==> src/rtl/program_loader_pkg.sv <==
// Shared types and constants for the boot-time program loader.
// Holds the loader state encoding, frame geometry and small helpers.
package program_loader_pkg;

    typedef enum logic [2:0] {
        ST_IDLE   = 3'd0,
        ST_LEN_LO = 3'd1,
        ST_LEN_HI = 3'd2,
        ST_DATA   = 3'd3,
        ST_CHECK  = 3'd4,
        ST_DONE   = 3'd5,
        ST_ERROR  = 3'd6
    } loader_state_e;

    localparam int LEN_BYTES      = 2;
    localparam int BYTES_PER_WORD = 4;
    localparam int DEFAULT_DEPTH  = 64;

    // Word index must be able to hold the count N itself, not just N-1.
    function automatic int word_index_width(input int depth);
        return $clog2(depth + 1);
    endfunction

    function automatic logic [7:0] checksum_next(input logic [7:0] acc, input logic [7:0] b);
        return acc ^ b;
    endfunction

    function automatic logic is_ready_state(input loader_state_e s);
        case (s)
            ST_LEN_LO, ST_LEN_HI, ST_DATA, ST_CHECK: return 1'b1;
            default:                                  return 1'b0;
        endcase
    endfunction

    function automatic logic is_idle_state(input loader_state_e s);
        case (s)
            ST_IDLE, ST_DONE, ST_ERROR: return 1'b1;
            default:                    return 1'b0;
        endcase
    endfunction

endpackage

==> src/rtl/program_loader_byte_word_packer.sv <==
// Collects four stream bytes into a little-endian 32-bit word.
// word_valid_o fires combinationally with the 4th byte; word_o is valid with it.
module program_loader_byte_word_packer
    import program_loader_pkg::*;
(
    input  logic        clk,
    input  logic        rst_n,
    input  logic        clear_i,
    input  logic        byte_valid_i,
    input  logic [7:0]  byte_i,
    output logic [31:0] word_o,
    output logic        word_valid_o
);

    localparam int CNT_W = $clog2(BYTES_PER_WORD);
    localparam logic [CNT_W-1:0] LAST_BYTE = CNT_W'(BYTES_PER_WORD - 1);

    logic [CNT_W-1:0] cnt_q, cnt_d;
    // Only the first three bytes need storage; the fourth is taken straight from the input.
    logic [23:0]      shift_q, shift_d;

    assign word_valid_o = byte_valid_i & (cnt_q == LAST_BYTE);
    assign word_o       = {byte_i, shift_q};

    // Byte counter and shift assembly next state.
    always_comb begin
        cnt_d   = cnt_q;
        shift_d = shift_q;
        if (clear_i) begin
            cnt_d   = {CNT_W{1'b0}};
            shift_d = 24'h000000;
        end else if (byte_valid_i) begin
            cnt_d   = cnt_q + 1'b1;
            shift_d = {byte_i, shift_q[23:8]};
        end else begin
            cnt_d   = cnt_q;
            shift_d = shift_q;
        end
    end

    // Packer state registers.
    always_ff @(posedge clk or negedge rst_n) begin
        if (!rst_n) begin
            cnt_q   <= {CNT_W{1'b0}};
            shift_q <= 24'h000000;
        end else begin
            cnt_q   <= cnt_d;
            shift_q <= shift_d;
        end
    end

endmodule

==> src/rtl/program_loader.sv <==
// Boot loader: parses a framed byte stream (length, payload, XOR trailer) and
// writes little-endian words into program memory while holding the core.
module program_loader
    import program_loader_pkg::*;
#(
    parameter int PROGRAM_MEMORY_DEPTH = DEFAULT_DEPTH
) (
    input  logic        clk,
    input  logic        reset,
    input  logic        Start_i,
    input  logic [7:0]  Byte_Data_i,
    input  logic        Byte_Valid_i,
    output logic        Byte_Ready_o,
    output logic        Mem_Write_o,
    output logic [31:0] Mem_Address_o,
    output logic [31:0] Mem_Data_o,
    output logic        Core_Hold_o,
    output logic        Busy_o,
    output logic        Done_o,
    output logic        Error_o
);

    localparam int WIDX_W = word_index_width(PROGRAM_MEMORY_DEPTH);
    localparam int LEN_W  = 8 * LEN_BYTES;
    localparam logic [LEN_W-1:0]  DEPTH_LEN = LEN_W'(PROGRAM_MEMORY_DEPTH);
    localparam logic [LEN_W-1:0]  LEN_ONE   = LEN_W'(1);
    localparam logic [WIDX_W-1:0] WIDX_ONE  = WIDX_W'(1);

    loader_state_e     state_q, state_d;
    logic [LEN_W-1:0]  len_q, len_d;
    logic [WIDX_W-1:0] widx_q, widx_d;
    logic [7:0]        csum_q, csum_d;
    logic              ready_q, ready_d;
    logic              write_q, write_d;
    logic [31:0]       addr_q, addr_d;
    logic [31:0]       data_q, data_d;
    logic              hold_q, hold_d;
    logic              done_q, done_d;
    logic              error_q, error_d;

    logic              xfer_s, start_s, pack_valid_s, word_valid_s;
    logic              last_word_s, len_zero_s, len_over_s, csum_ok_s;
    logic [31:0]       word_s;
    logic [LEN_W-1:0]  len_full_s;

    // ready_q mirrors the ready-state decode, so it doubles as the transfer qualifier.
    assign xfer_s       = Byte_Valid_i & ready_q;
    assign start_s      = Start_i & is_idle_state(state_q);
    assign pack_valid_s = xfer_s & (state_q == ST_DATA);
    assign len_full_s   = {Byte_Data_i, len_q[7:0]};
    assign len_zero_s   = (len_full_s == {LEN_W{1'b0}});
    assign len_over_s   = (len_full_s > DEPTH_LEN);
    assign last_word_s  = ((LEN_W'(widx_q) + LEN_ONE) == len_q);
    assign csum_ok_s    = (Byte_Data_i == csum_q);

    program_loader_byte_word_packer u_byte_word_packer (
        .clk          (clk),
        .rst_n        (reset),
        .clear_i      (start_s),
        .byte_valid_i (pack_valid_s),
        .byte_i       (Byte_Data_i),
        .word_o       (word_s),
        .word_valid_o (word_valid_s)
    );

    // FSM state register.
    always_ff @(posedge clk or negedge reset) begin
        if (!reset) begin
            state_q <= ST_IDLE;
        end else begin
            state_q <= state_d;
        end
    end

    // FSM next-state logic.
    always_comb begin
        state_d = state_q;
        case (state_q)
            ST_IDLE, ST_DONE, ST_ERROR: begin
                if (start_s) state_d = ST_LEN_LO;
                else         state_d = state_q;
            end
            ST_LEN_LO: begin
                if (xfer_s) state_d = ST_LEN_HI;
                else        state_d = state_q;
            end
            ST_LEN_HI: begin
                if (!xfer_s)         state_d = state_q;
                else if (len_zero_s) state_d = ST_CHECK;
                else if (len_over_s) state_d = ST_ERROR;
                else                 state_d = ST_DATA;
            end
            ST_DATA: begin
                if (word_valid_s && last_word_s) state_d = ST_CHECK;
                else                             state_d = state_q;
            end
            ST_CHECK: begin
                if (!xfer_s)        state_d = state_q;
                else if (csum_ok_s) state_d = ST_DONE;
                else                state_d = ST_ERROR;
            end
            default: state_d = ST_IDLE;
        endcase
    end

    // FSM outputs and datapath next values, all landing in registers.
    always_comb begin
        len_d   = len_q;
        widx_d  = widx_q;
        csum_d  = csum_q;
        write_d = 1'b0;
        addr_d  = addr_q;
        data_d  = data_q;
        hold_d  = hold_q;
        done_d  = done_q;
        error_d = error_q;
        ready_d = is_ready_state(state_d);
        case (state_q)
            ST_IDLE, ST_DONE, ST_ERROR: begin
                if (start_s) begin
                    widx_d  = {WIDX_W{1'b0}};
                    csum_d  = 8'h00;
                    hold_d  = 1'b1;
                    done_d  = 1'b0;
                    error_d = 1'b0;
                end else begin
                    hold_d  = hold_q;
                end
            end
            ST_LEN_LO: begin
                if (xfer_s) len_d = LEN_W'(Byte_Data_i);
                else        len_d = len_q;
            end
            ST_LEN_HI: begin
                if (xfer_s) begin
                    len_d   = len_full_s;
                    error_d = len_over_s ? 1'b1 : error_q;
                end else begin
                    len_d   = len_q;
                end
            end
            ST_DATA: begin
                if (pack_valid_s) csum_d = checksum_next(csum_q, Byte_Data_i);
                else              csum_d = csum_q;
                if (word_valid_s) begin
                    write_d = 1'b1;
                    addr_d  = {{(32 - WIDX_W - 2){1'b0}}, widx_q, 2'b00};
                    data_d  = word_s;
                    widx_d  = widx_q + WIDX_ONE;
                end else begin
                    write_d = 1'b0;
                end
            end
            ST_CHECK: begin
                if (xfer_s && csum_ok_s) begin
                    done_d = 1'b1;
                    hold_d = 1'b0;
                end else if (xfer_s) begin
                    error_d = 1'b1;
                end else begin
                    done_d = done_q;
                end
            end
            default: begin
                write_d = 1'b0;
            end
        endcase
    end

    // Datapath and output registers.
    always_ff @(posedge clk or negedge reset) begin
        if (!reset) begin
            len_q   <= {LEN_W{1'b0}};
            widx_q  <= {WIDX_W{1'b0}};
            csum_q  <= 8'h00;
            ready_q <= 1'b0;
            write_q <= 1'b0;
            addr_q  <= 32'h0000_0000;
            data_q  <= 32'h0000_0000;
            hold_q  <= 1'b0;
            done_q  <= 1'b0;
            error_q <= 1'b0;
        end else begin
            len_q   <= len_d;
            widx_q  <= widx_d;
            csum_q  <= csum_d;
            ready_q <= ready_d;
            write_q <= write_d;
            addr_q  <= addr_d;
            data_q  <= data_d;
            hold_q  <= hold_d;
            done_q  <= done_d;
            error_q <= error_d;
        end
    end

    // Busy and ready cover exactly the same four states.
    assign Byte_Ready_o  = ready_q;
    assign Busy_o        = ready_q;
    assign Mem_Write_o   = write_q;
    assign Mem_Address_o = addr_q;
    assign Mem_Data_o    = data_q;
    assign Core_Hold_o   = hold_q;
    assign Done_o        = done_q;
    assign Error_o       = error_q;

endmodule
==> config.mk <==
export PLATFORM = sky130hd
export DESIGN_NAME = program_loader
export DESIGN_NICKNAME = d
export VERILOG_FILES = /design/src/rtl/program_loader_pkg.sv /design/src/rtl/program_loader_byte_word_packer.sv /design/src/rtl/program_loader.sv
export SDC_FILE = /design/constraint.sdc
export NUM_CORES = 1
export LEC_CHECK = 0
export ABC_CLOCK_PERIOD_IN_PS = 5440
export CAP_MARGIN = 30
export CELL_PAD_IN_SITES_DETAIL_PLACEMENT = 0
export CELL_PAD_IN_SITES_GLOBAL_PLACEMENT = 1
export CORE_MARGIN = 3
export CORE_UTILIZATION = 35
export CTS_CLUSTER_DIAMETER = 30
export DETAILED_ROUTE_END_ITERATION = 8
export PLACE_DENSITY_LB_ADDON = 0.12
export SLEW_MARGIN = 10
export SYNTH_ARGS = -nofsm -noshare
export SYNTH_HDL_FRONTEND = slang
export SYNTH_SLANG_ARGS = --single-unit
==> constraint.sdc <==
create_clock -name clk -period 5.44 [get_ports clk]
set_input_delay 1.088 -clock clk [delete_from_list [all_inputs] [get_ports clk]]
set_output_delay 1.088 -clock clk [all_outputs]
set_load 0.05 [all_outputs]
==> results of run 1 <==
-- sequential cells by signal, summed over array words and instances (netlist names) --
signal	cells
Error_o	1
Done_o	1
Core_Hold_o	1
len_q	16
Mem_Data_o	32
csum_q	8
Mem_Address_o	7
Busy_o	1
u_byte_word_packer.cnt_q	2
Mem_Write_o	1
state_q	3
widx_q	7
u_byte_word_packer.shift_q	24
-- placed cells by master (no fill, tap or decap), types with 2 or more instances in the layout --
| master | Yosys | layout |
|---|---|---|
| conb_1 | 1 | 25 |
| o31ai_1 | 3 | 3 |
| nor3_1 | 5 | 5 |
| ha_1 | 2 | 2 |
| or4_1 | 4 | 4 |
| clkbuf_16 | 0 | 9 |
| o22ai_1 | 2 | 2 |
| nor4_1 | 3 | 3 |
| buf_4 | 27 | 5 |
| nand2b_1 | 2 | 2 |
| dfrtp_1 | 104 | 104 |
| nor2_1 | 15 | 15 |
| inv_1 | 13 | 13 |
| a21oi_1 | 31 | 31 |
| a211o_1 | 3 | 3 |
| xnor2_1 | 10 | 10 |
| nand2_1 | 197 | 197 |
| or3_1 | 3 | 3 |
| and3_1 | 2 | 2 |
| nand3_1 | 12 | 11 |
| or2_1 | 2 | 2 |
| o21ai_1 | 12 | 12 |
| o21a_1 | 2 | 2 |
| a22o_1 | 12 | 12 |
| clkdlybuf4s50_1 | 0 | 55 |
| o21ai_0 | 21 | 21 |
| xor2_1 | 5 | 5 |
-- path summary, 6_finish.rpt --
kind | from | endpoint | slack [ns] | cells after the start
min in group asynchronous | reset | Mem_Address_o[3]$_DFFE_PN0P_ | 0.77 | 1
worst max register to register | state_q[0]$_DFF_PN0_ | state_q[1]$_DFF_PN0_ | 2.91 | 6
max in group asynchronous | reset | Mem_Data_o[24]$_DFFE_PN0P_ | 3.53 | 2
worst min register to register | u_byte_word_packer.shift_q[3]$_DFFE_PN0P_ | Mem_Data_o[3]$_DFFE_PN0P_ | 0.47 | 2
worst max-delay path | Byte_Data_i[0] | Busy_o$_DFF_PN0_ | 2.26 | 7
worst min-delay path | u_byte_word_packer.shift_q[3]$_DFFE_PN0P_ | Mem_Data_o[3]$_DFFE_PN0P_ | 0.47 | 2
-- cell families after synthesis --
logic type | Yosys count
AO/OA/AOI/OAI | 99
AND/OR/NAND/NOR | 256
multiplexers | 1
adder cells (fa/ha/maj) | 2
buffers and inverters | 70
other | 1
flip-flops | 104
XOR/XNOR | 17
-- through the flow --
step,cells,instance area [um2]
4_1_cts,769,5796
3_3_place_gp,754,5523
5_1_grt,769,5796
3_5_place_dp,754,5523
2_1_floorplan,574,5046
6_report,769,5796
-- tightest hold or removal path, stage by stage (launching register included) --
cell	delay, ns
dfrtp_1	0.34
nand2_1	0.05
nand2_1	0.04
-- final cells by class --
cell class                 count  area, um2
multi-input combinational    400       2059
fill                        1366       7762
inverter                      14      52.55
timing repair buffer          60      588.1
sequential                   104       2603
clock inverter                 4      30.03
clock buffer                  11      242.7
tap                          176      220.2
-- per-layer routing --
metal  vias up  global-route usage (%)  share of wire, %
met5         -                       0                 0
met4         0                   3.125               1.0
met3         9                   4.733               5.2
met2        93                   24.68                44
met1      1834                   22.57                49
li1       1852                       -                 -
-- synth_stat cells, drive strengths merged (2+ instances only) --
library cell  number  area, um2
nand2            198      745.7
dfrtp            104       2603
o21ai             33      165.2
a21oi             31      155.2
buf               29      217.7
clkbuf            26      127.6
nor2              15      56.30
inv               14      52.55
a22o              13      115.1
nand3             12      60.06
xnor2             10      87.58
nor3               5      25.02
or4                5      41.29
xor2               5      43.79
a211o              3      26.28
nand2b             3      26.27
nor4               3      18.77
o31ai              3      22.52
or3                3      18.77
a2111oi            2      42.54
and3               2      12.51
ha                 2      25.02
nand4              2      18.77
o21a               2      15.01
o22ai              2      12.51
o311ai             2      17.52
or2                2      12.51
-- where the power goes --
group          leakage, nW  internal (mW)  switching [mW]  total, mW
clock network        0.132          0.322           0.283      0.606
logic                 1.17          0.461           0.855       1.32
registers             1.39           1.02           0.203       1.22
==> summary.txt, run 1 <==
Status
  – Status: finished, final reports clean

Placement
  – Post-Place Setup Slack: 1.913 ns
  – Hpwl dp: just over 8 mm
  – Port Buf Inserts: 56
  – Placer congestion estimate: 0.8836

Timing
  – Max Clock Skew: ~0.0072 ns
  – Unrepaired setup endpoints after global routing: no
  – Setup violators final: 0
  – Worst setup margin: 2.258 ns
  – WHS: 0.4650 ns
  – Achievable Freq: 314.3 MHz
  – Relative slew margins: between 30% and 40%
  – Period minus WS final: approximately 3.2 ns
  – Slew @ Worst Pin: 0.9125 ns
  – Setup tns final: 0 ns
  – Endpoints failing hold: 0
  – Max-slew violations: 0
  – Crit share post-route: 58.50%

Cells and area
  – Final Core Density: 42.75%
  – # nets final: about 600
  – Layout cells sized above 1: 5.565%
  – # diodes: 0
  – Synth-to-layout area growth: 16.94%

Setup path
  – Worst Path Buf+Inv: 1
  – CP top delay family: simple AND/OR/NAND/NOR gates
  – Crit-path slowest cell: clkdlybuf4s50_1
  – Critical path arrival: 3.45 ns
  – Req. time, crit path: 5.71 ns
  – Critical path peak fanout: 8
  – CP endpoint kind: flip-flop
  – Worst setup path class: in -> reg
  – Critical Path, Cell by Cell: clkdlybuf4s50_1 -> xor2_1 -> or4_4 -> a2111oi_4 -> o211ai_2 -> or3_1 -> a21oi_1
  – CP Launch Type: primary input
  – Critical path's largest stage delay: 0.62 ns

Yosys
  – Unique masters post-synth: 58
  – Largest family of logic cells by synthesized area: simple AND/OR/NAND/NOR gates
  – Synth Area in Adders: 0.5049%
  – Top_reg_cell synth: dfrtp_1
  – Synth warn: 0
  – Post-Synth XOR/XNOR Area: 3.585%
  – Syn_area_per_cell: 9.011 um2
  – Synth Area in Compound Gates: between 10% and 20%
  – Post-synthesis register bit count: 104
  – Simple-gate share of the synthesized area: 21.84%
  – Asr flop ratio synth: 100.0%
  – Mux contribution to synthesized area: less than 1%
  – Seq/Total Area, Yosys: 52.51%
  – Synth Cell Area: 4956 um2
  – EDFF count, synth: 0
  – Cells after Synth: 550

Power and ir drop
  – Static leakage: 2.688 nW
  – Design Power: 3.140 mW
  – PD cells: ~540 nW/um2
  – Worst VDD drop: ~250 uV

Detailed routing
  – Initial DRC count: 262
  – Routed Antenna Nets: 0
  – Total wire length: 11.92 mm
  – DR vias/cell: 4.926
  – # DRC: 0
  – Total number of vias: 3788
  – DRT Pass-1 Iters: 4
  – Drt wl/cell: 15.50 um

Clock network
  – Num CTS Buffers: 9
  – CTS resizes: 0
  – TritonCTS clock tree: built
  – Root Driver: clkbuf_16
  – CTS clk-pin slew, worst paths: 0.07 ns
  – Postcts setup bufs: 0
  – # clock sinks: 104
  – Worst skew pair latency: 0.35 ns
  – H-tree depth: 3
  – Cts hold-fix bufs: 0
  – Longest Clk Path Bufs: 2

Floorplanning
  – Die Span Y: roughly 120 um
  – Placeable Area: 13560 um2
  – Ports: 82
  – Die extent in x: 125.0 um
  – Initial Util: a little over a third
  – Die ar.: 15620 um2
  – # rows: between 40 and 50

GRT
  – Largest net degree at the start of global routing: 54
  – Global-route congestion overflow total: 0
  – Via count of the first global-routing pass: 3744
  – Antenna violations before repair: 0
  – All-layer global routing usage: 15.98%
  – Global-route wire length before repair: about 20 mm

Worst hold path
  – Worst hold path type: reg -> reg

Run
  – Max-cap violations: 0
Power figures use the tool's default switching activity.
==> inputs of run 2 (changes only) <==
ABC_CLOCK_PERIOD_IN_PS = 2900   (was 5440)
clock period = 2.9 ns   (was 5.44 ns; I/O delays follow)
==> summary.txt, run 2 (synthesized netlist as in run 1, its figures left out) <==
Status
  – Status: finished, final reports clean (unchanged)

Clock network
  – Cts hold-fix bufs: 0 (unchanged)
  – H-tree depth: 3 (unchanged)
  – Root Driver: clkbuf_16 (unchanged)
  – Num CTS Buffers: 9 (unchanged)
  – Postcts setup bufs: 0 (unchanged)
  – CTS resizes: 0 (unchanged)
  – TritonCTS clock tree: built (unchanged)
  – # clock sinks: 104 (unchanged)
  – Worst skew pair latency: 0.35 ns (about the same)
  – CTS clk-pin slew, worst paths: 0.07 ns (about the same)
  – Longest Clk Path Bufs: 2 (unchanged)

Timing
  – Setup violators final: 0 (unchanged)
  – Relative slew margins: 56.82% (was 39.17%)
  – Period minus WS final: 2.525 ns
  – Setup tns final: 0 ns (unchanged)
  – Achievable Freq: 396.0 MHz
  – Slew @ Worst Pin: 0.6454 ns (was 0.9125 ns)
  – Endpoints failing hold: 0 (unchanged)
  – Unrepaired setup endpoints after global routing: no (unchanged)
  – Worst setup margin: 0.3751 ns (was 2.258 ns)
  – Crit share post-route: 87.07%
  – Max Clock Skew: 0.009696 ns (was 0.007234 ns)
  – Max-slew violations: 0 (unchanged)

Setup path
  – Reg-to-Reg End: state_q[1]$_DFF_PN0_ (unchanged)
  – Crit path capture: Busy_o$_DFF_PN0_ (unchanged)
  – Req. time, crit path: 3.18 ns (was 5.71 ns)
  – Critical path arrival: 2.80 ns (was 3.45 ns)
  – Critical path peak fanout: 5 (was 8)
  – CP endpoint kind: flip-flop (unchanged)
  – R2r worst-path depth: 8 (was 6)
  – CP Launch Type: primary input (unchanged)
  – Reg2reg start: len_q[8]$_DFFE_PN0P_ (was state_q[0]$_DFF_PN0_)
  – R2R setup slack: 0.39 ns (was 2.91 ns)
  – CP Launch Point: Byte_Data_i[6] (was Byte_Data_i[0])
  – Worst setup path class: in -> reg (unchanged)

Cells and area
  – Layout cells sized above 1: 9.223% (was 5.565%)
  – # diodes: 0 (unchanged)
  – Layout Cells excl Fill: 794 (was 769)
  – Max FFs per register: 32 (unchanged)
  – Synth-to-layout area growth: 21.79% (was 16.94%)
  – Most frequent cells in the layout: 197 x nand2_1, 104 x dfrtp_1, 55 x clkdlybuf4s50_1 (unchanged)
  – # nets final: 627 (was 603)
  – Most common cell after layout, fill and taps aside: nand2_1 (unchanged)
  – Cell area after layout: 6036 um2 (was 5796 um2)

Placement
  – Post-Place Setup Slack: 0.03949 ns (was 1.913 ns)
  – Hpwl dp: 9.055 mm (was 8.104 mm)
  – Placer congestion estimate: 0.9026 (was 0.8836)
  – Dpl cell area: 5715 um2 (was 5523 um2)
  – Port Buf Inserts: 56 (unchanged)
  – Placed insts: 778 (was 754)

GRT
  – Via count of the first global-routing pass: 3866 (was 3744)
  – Global-route wire length before repair: 21.36 mm (was 20.06 mm)
  – Global-route congestion overflow total: 0 (unchanged)
  – All-layer global routing usage: 16.96% (was 15.98%)
  – Largest net degree at the start of global routing: 51 (was 54)
  – Antenna violations before repair: 0 (unchanged)

Power and ir drop
  – PD cells: 1025 nW/um2 (was 541.8 nW/um2)
  – Static leakage: 2.831 nW (was 2.688 nW)
  – Worst VDD drop: 368.8 uV (was 251.7 uV)

Detailed routing
  – Routed Antenna Nets: 0 (unchanged)
  – # DRC: 0 (unchanged)
  – Total wire length: 12.76 mm (was 11.92 mm)
  – Initial DRC count: 244 (was 262)
  – Drt wl/cell: 16.07 um (was 15.50 um)
  – DR vias/cell: 4.907 (was 4.926)
  – Total number of vias: 3896 (was 3788)
  – DRT Pass-1 Iters: 4 (unchanged)

Run
  – Max-cap violations: 0 (unchanged)

Floorplanning
  – Die ar.: 15620 um2 (unchanged)
  – Die extent in x: 125.0 um (unchanged)
  – Initial Util: 36.55% (unchanged)
  – Ports: 82 (unchanged)
  – Die Span Y: 125.0 um (unchanged)
  – # rows: 42 (unchanged)
  – Placeable Area: 13560 um2 (unchanged)

Worst hold path
  – Worst hold path type: in -> async (was reg -> reg)
## run 2: report_power, final
part / leakage (nW) / internal (mW) / switching [mW]
Sequential: 1.39 / 1.90 / 0.337
Combinational: 1.29 / 0.924 / 1.69
Clock: 0.152 / 0.767 / 0.564
## run 2: worst min path at each step
stage | startpoint | end | slack, ns | depth (start not counted)
6_report | reset | Mem_Data_o[28]$_DFFE_PN0P_ | 0.15 | 1
5_1_grt | reset | Mem_Data_o[5]$_DFFE_PN0P_ | 0.17 | 1
4_1_cts | reset | Mem_Data_o[5]$_DFFE_PN0P_ | 0.15 | 1
3_5_place_dp | u_byte_word_packer.shift_q[4]$_DFFE_PN0P_ | Mem_Data_o[4]$_DFFE_PN0P_ | 0.46 | 2
3_3_place_gp | Mem_Data_o[29]$_DFFE_PN0P_ | Mem_Data_o[29]$_DFFE_PN0P_ | 0.46 | 2
2_1_floorplan | reset | Busy_o$_DFF_PN0_ | 0.28 | 0
## run 2: critical path, stage by stage
cell and delay [ns]:
clkdlybuf4s50_1 0.53, and2b_2 0.26, or4_4 0.52, a2111oi_4 0.28, o211ai_2 0.16, or3_1 0.33, a21oi_1 0.14
## run 2: through the flow
stage / power [mW] / hold WS, ns / utilization, %
2_1_floorplan: 4.065 / 0.2844 / -
3_3_place_gp: 4.868 / 0.4582 / 42.16
3_5_place_dp: 4.894 / 0.4614 / 42.16
4_1_cts: 6.250 / 0.1480 / 44.52
5_1_grt: 6.568 / 0.1671 / 44.52
6_report: 6.189 / 0.1522 / 44.52
## run 2: final cells by class
| class | instances | area (um2) |
|---|---|---|
| clock buffers | 11 | 232.7 |
| clock inverters | 5 | 87.58 |
| fillers | 1363 | 7522 |
| inverters | 14 | 52.55 |
| multi-input cells | 400 | 2059 |
| flip-flops and latches | 104 | 2603 |
| well taps | 176 | 220.2 |
| repair buffers | 84 | 780.7 |
## run 2: per-layer routing
metal | routed length (um) | up-vias | track usage [%]
met5 | 0 | - | 0
met4 | 339 | 0 | 7.398
met3 | 480 | 23 | 2.900
met2 | 5542 | 97 | 24.20
met1 | 6400 | 1883 | 25.27
li1 | - | 1893 | -
